`src/rtl/pipe_stage_skid.sv`:
```
// Valid/ready pipeline stage: NCH channels of W bits, two-entry skid buffer,
// synchronous flush to a zero bubble, occupancy and saturating stall counter.
module pipe_stage_skid #(
  parameter int W   = 32'd32,
  parameter int NCH = 32'd4,
  parameter int CW  = 32'd16
) (
  input  logic              clk,
  input  logic              rst_n,
  input  logic              in_valid,
  output logic              in_ready,
  input  logic [NCH*W-1:0]  in_data,
  input  logic              flush,
  output logic              out_valid,
  input  logic              out_ready,
  output logic [NCH*W-1:0]  out_data,
  output logic [1:0]        occupancy,
  output logic [CW-1:0]     stall_cnt
);

  localparam int DW = NCH * W;

  logic          main_valid_r, skid_valid_r, in_ready_r;
  logic [DW-1:0] main_data_r, skid_data_r;
  logic [CW-1:0] stall_cnt_r;

  logic          main_valid_s, skid_valid_s, in_ready_s;
  logic [DW-1:0] main_data_s, skid_data_s;
  logic [CW-1:0] stall_cnt_s;
  logic          in_fire_s, out_fire_s;

  assign in_fire_s  = in_valid & in_ready_r;
  assign out_fire_s = main_valid_r & out_ready;

  // Next-state for both entries, registered ready, and the stall counter.
  always_comb begin
    main_valid_s = main_valid_r;
    main_data_s  = main_data_r;
    skid_valid_s = skid_valid_r;
    skid_data_s  = skid_data_r;
    stall_cnt_s  = stall_cnt_r;

    if (flush) begin
      main_valid_s = 1'b0;
      main_data_s  = {DW{1'b0}};
      skid_valid_s = 1'b0;
      skid_data_s  = {DW{1'b0}};
    end else if (!main_valid_r || out_fire_s) begin
      if (skid_valid_r) begin
        main_valid_s = 1'b1;
        main_data_s  = skid_data_r;
        if (in_fire_s) begin
          skid_valid_s = 1'b1;
          skid_data_s  = in_data;
        end else begin
          skid_valid_s = 1'b0;
          skid_data_s  = {DW{1'b0}};
        end
      end else if (in_fire_s) begin
        main_valid_s = 1'b1;
        main_data_s  = in_data;
      end else begin
        main_valid_s = 1'b0;
        main_data_s  = {DW{1'b0}};
      end
    end else begin
      if (in_fire_s) begin
        skid_valid_s = 1'b1;
        skid_data_s  = in_data;
      end else begin
        skid_valid_s = skid_valid_r;
        skid_data_s  = skid_data_r;
      end
    end

    // Ready is computed from next state so it drops on the edge the skid fills.
    in_ready_s = !skid_valid_s;

    if (!flush && main_valid_r && !out_ready && (stall_cnt_r != {CW{1'b1}})) begin
      stall_cnt_s = stall_cnt_r + {{(CW-1){1'b0}}, 1'b1};
    end else begin
      stall_cnt_s = stall_cnt_r;
    end
  end

  // State registers with asynchronous clear.
  always_ff @(posedge clk or negedge rst_n) begin
    if (!rst_n) begin
      main_valid_r <= 1'b0;
      main_data_r  <= {DW{1'b0}};
      skid_valid_r <= 1'b0;
      skid_data_r  <= {DW{1'b0}};
      in_ready_r   <= 1'b1;
      stall_cnt_r  <= {CW{1'b0}};
    end else begin
      main_valid_r <= main_valid_s;
      main_data_r  <= main_data_s;
      skid_valid_r <= skid_valid_s;
      skid_data_r  <= skid_data_s;
      in_ready_r   <= in_ready_s;
      stall_cnt_r  <= stall_cnt_s;
    end
  end

  assign in_ready  = in_ready_r;
  assign out_valid = main_valid_r;
  assign out_data  = main_data_r;
  assign occupancy = {1'b0, main_valid_r} + {1'b0, skid_valid_r};
  assign stall_cnt = stall_cnt_r;

endmodule

```
`config.mk`:
```
export PLATFORM = sky130hd
export DESIGN_NAME = pipe_stage_skid
export DESIGN_NICKNAME = d
export VERILOG_FILES = /design/src/rtl/pipe_stage_skid.sv
export SDC_FILE = /design/constraint.sdc
export NUM_CORES = 1
export LEC_CHECK = 0
export BUFFER_PORTS_ARGS = -buffer_cell sky130_fd_sc_hd__buf_4
export CORE_AREA = 2 2 171 173
export CTS_CLUSTER_SIZE = 28
export DETAILED_ROUTE_END_ITERATION = 12
export DIE_AREA = 0 0 173 175
export HOLD_SLACK_MARGIN = 0.15
export PLACE_DENSITY = 0.69
export REMOVE_ABC_BUFFERS = 1
export SLEW_MARGIN = 20
export SYNTH_ARGS = -nofsm -noshare
export SYNTH_HDL_FRONTEND = slang
export SYNTH_SLANG_ARGS = --single-unit
export TNS_END_PERCENT = 20
```
`constraint.sdc`:
```
create_clock -name clk -period 2.36 [get_ports clk]
set_input_delay 0.354 -clock clk [delete_from_list [all_inputs] [get_ports clk]]
set_output_delay 0.354 -clock clk [all_outputs]
set_load 0.05 [all_outputs]
```
==> summary.md, run 1 <==
| Metric | Value |
|---|---|
| Outcome | finished clean |
| Final hold violation count | 0 |
| Antenna violations before repair | 0 |
| DP HPWL | between 15,000 and 20,000 um |
| Synth Instances | 932 |
| DRT antenna net count | 0 |
| Flops & latches, synth | 275 |
| Number of buffers created by CTS | 30 |
| Skew-Pair Late Insertion Delay | 0.54 ns |
| RSZ-0062 raised after global routing | no |
| Setup slack at placement | between 0.4 and 0.5 ns |
| Wirelength per Cell | around 18 um |
| DR vias | 9,027 |
| CTS resizes | 0 |
| Synthesis-to-layout area growth | 42.9% |
| Fin Hold WS | 0.229 ns |
| Worst EP required | roughly 2.0 ns |
| Largest net degree at the start of global routing | 129 |
| CP Class | flop to output pin |
| Avg Synthesized Cell Area | roughly 12 um2 |
| Setup crit start kind | flop |
| Die area | 30,300 um2 |
| Reg clk slew, reported paths | 0.06 ns |
| Die width | 173 um |
| Endpoints failing setup | 0 |
| Top_reg_cell synth | dfrtp_1 |
| Global placement routability congestion | between 0.7 and 0.8 |
| Remaining global-route overflow | 0 |
| Setup WS post-layout | 0.449 ns |
| # IOs | 281 |
| Post-Syn Area | roughly 11,000 um2 |
| Synthesis Warnings | 0 |
| CP max stage cell | dfrtp_4 |
| Cell variety after synth | 36 |
| Vias per cell | 5.23 |
| First-pass GRT wire length | approximately 50,000 um |
| Clock Tree Root | clkbuf_16 |
| N_diodes | 0 |
| Drt drc | 0 |
| Crit path largest cell delay | 0.52 ns |
| Detailed Routing Iterations Pass 1 | 4 |
| PD cells | 724 nW/um2 |
| Crit end category | output pin |
| Post-synth EDFFs | 0 |
| Crit path DAT | 1.56 ns |
| Max VDD drop | 419 uV |
| CP Max Fanout | 5 |
| Leak | 0.00748 uW |
| CTS tree | done |
| Port bufs | 280 |
| Ratio of cells with drive above 1 in the final layout | between 20% and 30% |
| CP cell instances | ha_1 > buf_4 |
| Placed Area | 13,800 um2 |
| Die Ht | 175 um |
| FFs w/ async S/R, synth | 100% |
| Slew HR | between 50 and 60% |
| Initial Util | 39.6% |
| Starting DRC count in detailed routing | 508 |
| Post-CTS Setup Inserts | 0 |
| Core box area | 28,400 um2 |
| Period minus WS final | 1.91 ns |
| Clock skew | 0.00980 ns |
| HP Class | input pin to flop |
| Final wirelength | 30,500 um |
| Period utilization | 81.0% |
| Max Cap Viol | 0 |
| Total global-route track usage | 19.8% |
| Reg-to-reg slack, setup | 0.49 ns |
| Final net count | 1,452 |
| Clock sink total | about 280 |
| Fmax achieved | 0.523 GHz |
| Hold Buf Count CTS | 130 |
| Site row count | 62 |
| Vias in the first global route | around 9.5k |
| Seq/Total Area, Yosys | roughly three fifths |
| Worst Tran Pin Value | 0.676 ns |
| Clock buffer depth | 3 |
| H-tree Lvls | 1 |
| Design Area, Final | between 15,000 and 20,000 um2 |
| Final Max Tran Viols | 0 |
[per-stage QoR]
step	instances	util, %	setup TNS, ns	power [uW]
global placement	1539	48.6	0	6830
finish	1725	56.7	0	11600
detailed placement	1539	48.6	0	6850
CTS	1725	56.7	0	11800
floorplan	860	-	-1744.94	6120
global route	1725	56.7	0	12100
[per-layer routing]
metal / vias to the layer above / share of wire, % / global-route usage [%]
met3: 65 / 6.2 / 3.94
met5: - / 0 / 0
met2: 306 / 47 / 33.3
met1: 4542 / 44 / 26.0
li1: 4114 / - / -
met4: 0 / 2.6 / 5.97
[placed cells by master (no fill, tap or decap), types with 4 or more instances in the layout]
cell type	n
buf_4	284
dfrtp_1	273
nand2_1	138
dlygate4sd3_1	130
o21ai_0	129
mux2i_1	129
a22o_1	128
clkbuf_16	31
buf_12	10
clkinv_2	8
xnor2_1	7
clkbuf_1	7
nand3_1	6
clkbuf_8	6
nor2_1	5
xor2_1	5
nand4_1	4
[critical path, delay by kind of cell (launching register included)]
kind	cells	cell delay [ns]
adder cells (fa/ha/maj)	1	0.29
buffers and inverters	1	0.20
flip-flops	1	0.52
[registers in the layout, summed over array words and instances, names as in the netlist]
signal and cells:
out_data 128, skid_data_r 128, stall_cnt 16, in_ready 1, out_valid 1, skid_valid_r 1
[cell usage after synthesis (2+ instances only)]
| master | n | area, um2 |
|---|---|---|
| clkbuf_1 | 28 | 105 |
| inv_1 | 2 | 7.51 |
| a21oi_1 | 3 | 15.0 |
| dfrtp_1 | 274 | 6860 |
| xor2_1 | 5 | 43.8 |
| nand3_1 | 6 | 30.0 |
| buf_2 | 44 | 220 |
| nand4_1 | 4 | 25.0 |
| nand2_1 | 138 | 518 |
| nor3_1 | 3 | 15.0 |
| ha_1 | 2 | 25.0 |
| mux2_2 | 2 | 22.5 |
| nand4_2 | 2 | 25.0 |
| nor2b_1 | 3 | 18.8 |
| a22o_1 | 128 | 1120 |
| xnor2_1 | 7 | 61.3 |
| mux2i_1 | 129 | 1290 |
| nor2_1 | 5 | 18.8 |
| and2_1 | 2 | 12.5 |
| o21ai_0 | 129 | 646 |
[path summary, 6_finish.rpt]
path | endpoint | startpoint | cells past startpoint
min reg2reg | out_data[13] | out_data[13] | 2
min in group asynchronous | out_data[115] | rst_n | 2
max | occupancy[0] | skid_valid_r | 2
max in group asynchronous | skid_data_r[16] | rst_n | 3
min | out_valid | out_ready | 3
max reg2reg | skid_data_r[53] | out_valid | 5
[where the power goes]
part           total (uW)  leakage [uW]  internal [uW]  switching [uW]
registers            5100       0.00375           4940             167
logic                1840       0.00324            707            1140
clock network        4700      0.000497           2810            1890
total               11600       0.00748           8450            3190
[kinds of logic after synthesis]
kind of cell               after synthesis  share of synthesized area [%]
DFF                                    275                           61.1
buffers and inverters                   74                           2.96
adders and majority gates                2                          0.222
AOI/OAI and AO/OA                      262                           16.0
and+or+nand+nor                        176                           7.07
xor gates and xnor gates                12                          0.934
muxes                                  131                           11.7
[layout make-up]
class / instances / area, um2
clock inverter: 12 / 116
inverter: 2 / 7.51
tap: 384 / 480
timing repair buffer: 425 / 3650
sequential: 275 / 6890
fill: 2304 / 12300
multi-input combinational: 583 / 4060
clock buffer: 44 / 885
No activity file was read; power rests on OpenSTA's default activity.
==> inputs of run 2 (changes only) <==
--- a/config.mk
+++ b/config.mk
@@ -5,13 +5,14 @@
 export SDC_FILE = /design/constraint.sdc
 export NUM_CORES = 1
 export LEC_CHECK = 0
+export ABC_AREA = 1
 export BUFFER_PORTS_ARGS = -buffer_cell sky130_fd_sc_hd__buf_4
-export CORE_AREA = 2 2 171 173
+export CORE_AREA = 2 2 181 183
 export CTS_CLUSTER_SIZE = 28
 export DETAILED_ROUTE_END_ITERATION = 12
-export DIE_AREA = 0 0 173 175
+export DIE_AREA = 0 0 183 185
 export HOLD_SLACK_MARGIN = 0.15
-export PLACE_DENSITY = 0.69
+export PLACE_DENSITY = 0.71
 export REMOVE_ABC_BUFFERS = 1
 export SLEW_MARGIN = 20
 export SYNTH_ARGS = -nofsm -noshare
==> constraint.sdc (replaced) <==
create_clock -name clk -period 1.5 [get_ports clk]
set_input_delay 0.225 -clock clk [delete_from_list [all_inputs] [get_ports clk]]
set_output_delay 0.225 -clock clk [all_outputs]
set_load 0.05 [all_outputs]
==> run 2 against run 1 <==
  * The run now ends with negative setup slack left
  * Combinational power up 110%
  * Area after synthesis grew 12%
  * Utilization grew 2.2 points
  * Global-route usage up 4.2 points
  * Synthesized cell count up 63%
  * Via count up 40%
  * Setup slack got worse by 0.75 ns
  * Count of clock-buffer cells in the layout shrank 1
  * Clock skew fell by 0.0037 ns
  * Die area rose by 12%
  * Critical path depth rose by 1
  * Total power is 65% higher
==> summary.md, run 2 <==
| Metric | Value |
|---|---|
| Outcome | complete, but fails checks (was finished clean) |
| Violated checks | negative setup slack |
| Clock skew | 0.00610 ns (was 0.00980 ns) |
| Final net count | 2,072 (was 1,452) |
| Seq/Total Area, Yosys | 54.5% (was 61.1%) |
| Clock buffer depth | 3 (unchanged) |
| Initial Util | 39.4% (was 39.6%) |
| Port bufs | 280 (unchanged) |
| Top_reg_cell synth | dfrtp_1 (unchanged) |
| Cell variety after synth | 27 (was 36) |
| Site row count | 66 (was 62) |
| Post-Syn Area | 12,600 um2 (was 11,300 um2) |
| Leak | 0.00931 uW (was 0.00748 uW) |
| RSZ-0062 raised after global routing | yes (was no) |
| FFs w/ async S/R, synth | 100% (unchanged) |
| Wirelength per Cell | 18.7 um (was 17.7 um) |
| Endpoints failing setup | 255 (was 0) |
| Clock sink total | 275 (unchanged) |
| Largest net degree at the start of global routing | 131 (was 129) |
| CTS tree | done (unchanged) |
| Global placement routability congestion | 0.860 (was 0.747) |
| Final hold violation count | 0 (unchanged) |
| Detailed Routing Iterations Pass 1 | 6 (was 4) |
| Reg clk slew, reported paths | 0.06 ns (about the same) |
| Synthesis Warnings | 0 (unchanged) |
| Slew HR | 71.7% (was 54.9%) |
| Antenna violations before repair | 2 (was 0) |
| H-tree Lvls | 1 (unchanged) |
| Vias in the first global route | 12.3k (was 9,547) |
| Design Area, Final | 18,900 um2 (was 16,100 um2) |
| Fin util | 58.9% (was 56.7%) |
| Setup slack at placement | -0.0891 ns (was 0.472 ns) |
| PD cells | 1020 nW/um2 (was 724 nW/um2) |
| Synth Instances | 1,518 (was 932) |
| Flops & latches, synth | 275 (unchanged) |
| Placed Area | 15,400 um2 (was 13,800 um2) |
| Die area | 33,900 um2 (was 30,300 um2) |
| Cell accounting for the most synthesized area | dfrtp_1 (unchanged) |
| Core box area | 32,000 um2 (was 28,400 um2) |
| Worst EP required | 1.27 ns (was 2.01 ns) |
| Reg-to-Reg Start | skid_valid_r (was out_valid) |
| Remaining global-route overflow | 0 (unchanged) |
| Synth cell count leaders | nand2_1, dfrtp_1, o21ai_0, inv_1, nand3_1 (was dfrtp_1, nand2_1, mux2i_1, o21ai_0, a22o_1) |
| Worst Tran Pin Value | 0.424 ns (was 0.676 ns) |
| Fmax achieved | 0.556 GHz |
| Avg Synthesized Cell Area | 8.32 um2 (was 12.1 um2) |
| DR vias | 12.6k (was 9,027) |
| Clock Tree Root | clkbuf_16 (unchanged) |
| Crit end category | output pin (unchanged) |
| Count leader, synth | nand2_1 (was dfrtp_1) |
| Vias per cell | 5.32 (was 5.23) |
| Setup WS post-layout | -0.299 ns (was 0.449 ns) |
| Synthesis-to-layout area growth | 49.4% (was 42.9%) |
| CP Max Fanout | 2 (was 5) |
| Post-synth EDFFs | 0 (unchanged) |
| Crit path DAT | 1.57 ns (was 1.56 ns) |
| Most frequent cells in the layout | nand2_1, buf_4, dfrtp_1 (was buf_4, dfrtp_1, nand2_1) |
| CP Class | flop to output pin (unchanged) |
| Max VDD drop | 821 uV (was 419 uV) |
| Number of buffers created by CTS | 30 (unchanged) |
| Period minus WS final | 1.80 ns |
| Ratio of cells with drive above 1 in the final layout | 24.7% (was 26.8%) |
| Synth area leaders | dfrtp_1, nand2_1, o21ai_0 (was dfrtp_1, mux2i_1, a22o_1) |
| DRT antenna net count | 0 (unchanged) |
| Max Cap Viol | 0 (unchanged) |
| Skew-Pair Late Insertion Delay | 0.56 ns (was 0.54 ns) |
| Drt drc | 0 (unchanged) |
| Worst setup path startpoint | skid_valid_r (unchanged) |
| HP Class | input pin to async pin (was input pin to flop) |
| First-pass GRT wire length | 64,900 um (was 49,900 um) |
| DP HPWL | 23,000 um (was 17,400 um) |
| Post-synth top area share | 54.3% (was 60.9%) |
| Die width | 183 um (was 173 um) |
| Most common cell after layout, fill and taps aside | nand2_1 (was buf_4) |
| # IOs | 281 (unchanged) |
| Total global-route track usage | 23.9% (was 19.8%) |
| Setup crit start kind | flop (unchanged) |
| Die Ht | 185 um (was 175 um) |
| Period utilization | 120% |
| Starting DRC count in detailed routing | 1,125 (was 508) |
| Final Max Tran Viols | 0 (unchanged) |
| Final wirelength | 44,300 um (was 30,500 um) |
## run 2: per-stage QoR
step | hold WS (ns) | power (uW) | std cells | TNS [ns]
3_3_place_gp | 0.146 | 11200 | 2145 | 0
2_1_floorplan | -0.0706 | 9800 | 1405 | -1175.41
3_5_place_dp | 0.149 | 11200 | 2145 | -3.30
5_1_grt | 0.154 | 20000 | 2370 | -42.15
6_report | 0.153 | 19200 | 2370 | -22.30
4_1_cts | 0.151 | 19000 | 2351 | -6.00
## run 2: report_power, final
group / switching, uW / internal [uW]
Sequential: 268 / 7790
Clock: 3070 / 4190
Combinational: 2370 / 1500
## run 2: what timing repair did
item	in CTS	in global routing
setup endpoints to repair	146	283
hold buffers	132	0
resized for setup	131	45
pin swaps	5	6
setup buffers	8	4
cloned	11	13
hold endpoints to repair	534	0
## run 2: logic make-up after synthesis
logic type / synth area share (%)
flops: 54.5
compound gates: 16.6
fa+ha+maj: 0.198
simple gates: 19.4
buf+inv: 9.01
xor+xnor: 0.277
## run 2: cell type report
type / count / area [um2]
antenna: 2 / 5.00
fill: 2654 / 13200
multi-input combinational: 980 / 4880
clock buffer: 43 / 871
clock inverter: 12 / 96.3
timing repair buffer: 500 / 5050
inverter: 150 / 568
tap: 408 / 510
sequential: 275 / 6890
## run 2: path summary, 6_finish.rpt
| path | depth (start not counted) | endpoint | slack [ns] |
|---|---|---|---|
| setup / recovery | 3 | occupancy[0] | -0.30 |
| hold / removal | 2 | skid_data_r[77] | 0.15 |
| setup reg to reg | 7 | out_data[59] | -0.23 |
| hold reg to reg | 2 | out_data[99] | 0.48 |
| max in group asynchronous | 3 | skid_data_r[52] | 0.70 |
| min in group clk | 2 | out_data[99] | 0.48 |
## run 2: routing by layer
| metal | wire length [um] | up-vias | global-route usage (%) |
|---|---|---|---|
| li1 | - | 5834 | - |
| met1 | 18100 | 6071 | 31.6 |
| met2 | 21200 | 595 | 39.5 |
| met3 | 3520 | 107 | 4.29 |
| met4 | 1560 | 0 | 9.12 |
| met5 | 0 | - | 0 |
## run 2: critical path: stages, from the launching register on
cell and delay (ns):
dfrtp_4 0.49, buf_12 0.14, ha_4 0.26, buf_8 0.13
==> inputs of run 3 (changes only) <==
--- a/config.mk
+++ b/config.mk
@@ -5,14 +5,14 @@
 export SDC_FILE = /design/constraint.sdc
 export NUM_CORES = 1
 export LEC_CHECK = 0
-export ABC_AREA = 1
+export ABC_AREA = 0
 export BUFFER_PORTS_ARGS = -buffer_cell sky130_fd_sc_hd__buf_4
-export CORE_AREA = 2 2 181 183
+export CORE_AREA = 2 2 171 173
 export CTS_CLUSTER_SIZE = 28
 export DETAILED_ROUTE_END_ITERATION = 12
-export DIE_AREA = 0 0 183 185
+export DIE_AREA = 0 0 173 175
 export HOLD_SLACK_MARGIN = 0.15
-export PLACE_DENSITY = 0.71
+export PLACE_DENSITY = 0.72
 export REMOVE_ABC_BUFFERS = 1
 export SLEW_MARGIN = 20
 export SYNTH_ARGS = -nofsm -noshare
==> run 3 against run 2 <==
  * The run still ends with negative setup slack left
  * Non-clock buffer count grew 6
  * Flip-flop and latch count unchanged
  * Count of clock-buffer cells in the layout down 1
  * Wire length is 18% lower
  * First-iteration DRC count fell by 39%
  * Via count fell by 23%
  * Clock skew up 0.020 ns
  * Critical path depth is the same
  * Combinational power shrank 4%
  * Register-to-register slack worse by 0.04 ns
  * Highest routed layer unchanged
  * Sequential power shrank 0.6%
==> summary.md, run 3 (synthesis results as in run 1) <==
| Metric | Value |
|---|---|
| Core box area | 28,400 um2 (was 32,000 um2) |
| CP top delay family | flip-flops (unchanged) |
| Most frequent cells in the layout | buf_4, dfrtp_1, nand2_1 (was nand2_1, buf_4, dfrtp_1) |
| Endpoints failing setup | 262 (was 255) |
| Cell-internal power | 13,700 uW (was 13,500 uW) |
| Skew-Pair Late Insertion Delay | 0.55 ns (was 0.56 ns) |
| Port bufs | 280 (unchanged) |
| Initial Util | 39.6% (was 39.4%) |
| Total global-route track usage | 22.0% (was 23.9%) |
| N_diodes | 0 (was 2) |
| Fin Hold WS | 0.180 ns (was 0.153 ns) |
| Die width | 173 um (was 183 um) |
| Worst path bufs/invs | 2 (unchanged) |
| GRT Max-Usage Layer | met2 (unchanged) |
| Period utilization | 118% (was 120%) |
| Clock skew | 0.0258 ns (was 0.00610 ns) |
| Reg-to-Reg Start | in_ready (was skid_valid_r) |
| Period minus WS final | 1.78 ns (was 1.80 ns) |
| Final net count | 1,533 (was 2,072) |
| DP HPWL | 19,700 um (was 23,000 um) |
| Total power | 19,000 uW (was 19,200 uW) |
| Max VDD drop | 753 uV (was 821 uV) |
| CP Class | flop to output pin (unchanged) |
| CP cell instances | buf_8 > ha_4 > buf_8 (was buf_12 > ha_4 > buf_8) |
| Crit path largest cell delay | 0.48 ns (was 0.49 ns) |
| HP Class | input pin to async pin (unchanged) |
| Violated checks | negative setup slack (unchanged) |
| Worst Tran Pin Value | 0.412 ns (was 0.424 ns) |
| CP Max Fanout | 2 (unchanged) |
| Largest net degree at the start of global routing | 64 (was 131) |
| GRT met1 Usage | 28.6% (was 31.6%) |
| Reg clk slew, reported paths | 0.06 ns (about the same) |
| Detailed Routing Iterations Pass 1 | 6 (unchanged) |
| CP max stage cell | dfrtp_4 (unchanged) |
| Global placement routability congestion | 0.780 (was 0.860) |
| Critical Path End | occupancy[0] (unchanged) |
| Die Ht | 175 um (was 185 um) |
| H-tree Lvls | 1 (unchanged) |
| First-pass GRT wire length | 54,600 um (was 64,900 um) |
| Number of buffers created by CTS | 29 (was 30) |
| DR vias | 9,680 (was 12.6k) |
| Setup crit start kind | flop (unchanged) |
| Setup WS post-layout | -0.277 ns (was -0.299 ns) |
| Reg-to-Reg End | out_data[44] (was out_data[59]) |
| Remaining global-route overflow | 0 (unchanged) |
| PD cells | 1080 nW/um2 (was 1020 nW/um2) |
| Die area | 30,300 um2 (was 33,900 um2) |
| Final Max Tran Viols | 0 (unchanged) |
| Worst setup path startpoint | skid_valid_r (unchanged) |
| Antenna violations before repair | 0 (was 2) |
| Leak | 0.00821 uW (was 0.00931 uW) |
| Clock power frac | 38.4% (was 37.9%) |
| Final hold violation count | 0 (unchanged) |
| Wirelength per Cell | 20.0 um (was 18.7 um) |
| Register area | 6890 um2 (about the same) |
| Slew HR | 72.6% (was 71.7%) |
| Met2 Use GR | 36.8% (was 39.5%) |
| Switching share of total power | 28.2% (was 29.7%) |
| Site row count | 62 (was 66) |
| Most common cell after layout, fill and taps aside | buf_4 (was nand2_1) |
| Sequential power share | 42.1% (was 42.0%) |
| DRT antenna net count | 0 (unchanged) |
| Fmax achieved | 0.563 GHz (was 0.556 GHz) |
| Clock sink total | 275 (unchanged) |
| Synthesis-to-layout area growth | 56.5% (was 49.4%) |
| WP depth | 3 (unchanged) |
| Area of the multi-input gates | 4440 um2 (was 4880 um2) |
| Clock Tree Root | clkbuf_16 (unchanged) |
| Crit end category | output pin (unchanged) |
| CTS tree | done (unchanged) |
| Crit path DAT | 1.55 ns (was 1.57 ns) |
| Outcome | complete, but fails checks (unchanged) |
| Drt drc | 0 (unchanged) |
| Starting DRC count in detailed routing | 689 (was 1,125) |
| # IOs | 281 (unchanged) |
| Clock buffer depth | 3 (unchanged) |
| Final wirelength | 36,200 um (was 44,300 um) |
| # fillers | 2,121 (was 2,654) |
| Ratio of cells with drive above 1 in the final layout | 35.8% (was 24.7%) |
| RSZ-0062 raised after global routing | yes (unchanged) |
| Max Cap Viol | 0 (unchanged) |
| Cell mode on critical path | buf_8 |
| R2r worst-path depth | 6 (was 7) |
| NetSw | 5360 uW (was 5700 uW) |
| Comb power frac | 19.5% (was 20.2%) |
| M3 GR Usage | 4.42% (was 4.29%) |
| Vias in the first global route | 10.1k (was 12.3k) |
| Worst EP required | 1.27 ns (about the same) |
| Vias per cell | 5.37 (was 5.32) |
| Reg-to-reg slack, setup | -0.27 ns (was -0.23 ns) |
## run 3: changes by cell type in the layout (fill, tap and decap cells not counted), sizes merged, moves of 6 or more
cell,before,now
nand2,362,138
o21ai,279,129
inv,150,4
nand3,141,6
mux2i,0,129
a22o,0,128
nor2,72,5
o31ai,54,0
a21oi,55,3
buf,355,367
clkinv,11,5
## run 3: through the flow
step	setup slack, ns	setup TNS (ns)	util, %	std cells	cell area [um2]
floorplan	-10.58	-1975.99	-	860	10900
global placement	-0.198	-20.04	50.4	1594	14300
detailed placement	-0.222	-36.54	50.4	1594	14300
CTS	-0.307	-45.66	59.8	1788	17000
global route	-0.321	-61.37	62.0	1804	17600
finish	-0.277	-48.91	62.0	1804	17600
## run 3: how the worst min path moves through the flow
stage / endpoint / cells after the start / slack, ns
after floorplan: out_data[0] / 0 / -0.07
after global placement: out_data[67] / 1 / 0.16
after detailed placement: out_data[67] / 1 / 0.17
after CTS: out_valid / 5 / 0.18
after global routing: out_data[67] / 2 / 0.21
final: out_data[67] / 2 / 0.18
## run 3: what timing repair did
action                                  in CTS  in global routing
pin swaps                                   89                 80
hold buffers                               131                  0
gates resized for setup                    173                 95
hold endpoints to repair                   533                  0
endpoints found under the setup margin     281                286
cloned                                       4                  9
setup buffers                                7                  7
## run 3: layer usage
layer | vias up | wire length [um]
li1 | 4294 | -
met1 | 4873 | 14700
met2 | 426 | 18000
met3 | 87 | 2380
met4 | 0 | 1080
met5 | - | 0
## run 3: power groups by stage
| stage | sequential, uW | clock, uW | combinational [uW] |
|---|---|---|---|
| after floorplan | 8980 | 0 | 648 |
| final | 8010 | 7300 | 3700 |
| after global routing | 8040 | 7710 | 3890 |
| after global placement | 8100 | 0 | 2830 |
| after CTS | 7980 | 7420 | 3400 |
| after detailed placement | 8110 | 0 | 2860 |
## run 3: worst register-to-register path: cells and delay by family, from the launching register on
family          cells  cell delay, ns
compound gates      1            0.15
buf+inv             2            0.37
flops               1            0.53
simple gates        3            0.64
## run 3: layout make-up
type,count,area share [%]
Clock buffer,42,4.85
Clock inverter,11,0.682
Inverter,2,0.0426
Multi-Input combinational cell,584,25.2
Sequential cell,275,39.1
Tap cell,384,2.73
Timing Repair Buffer,506,27.4
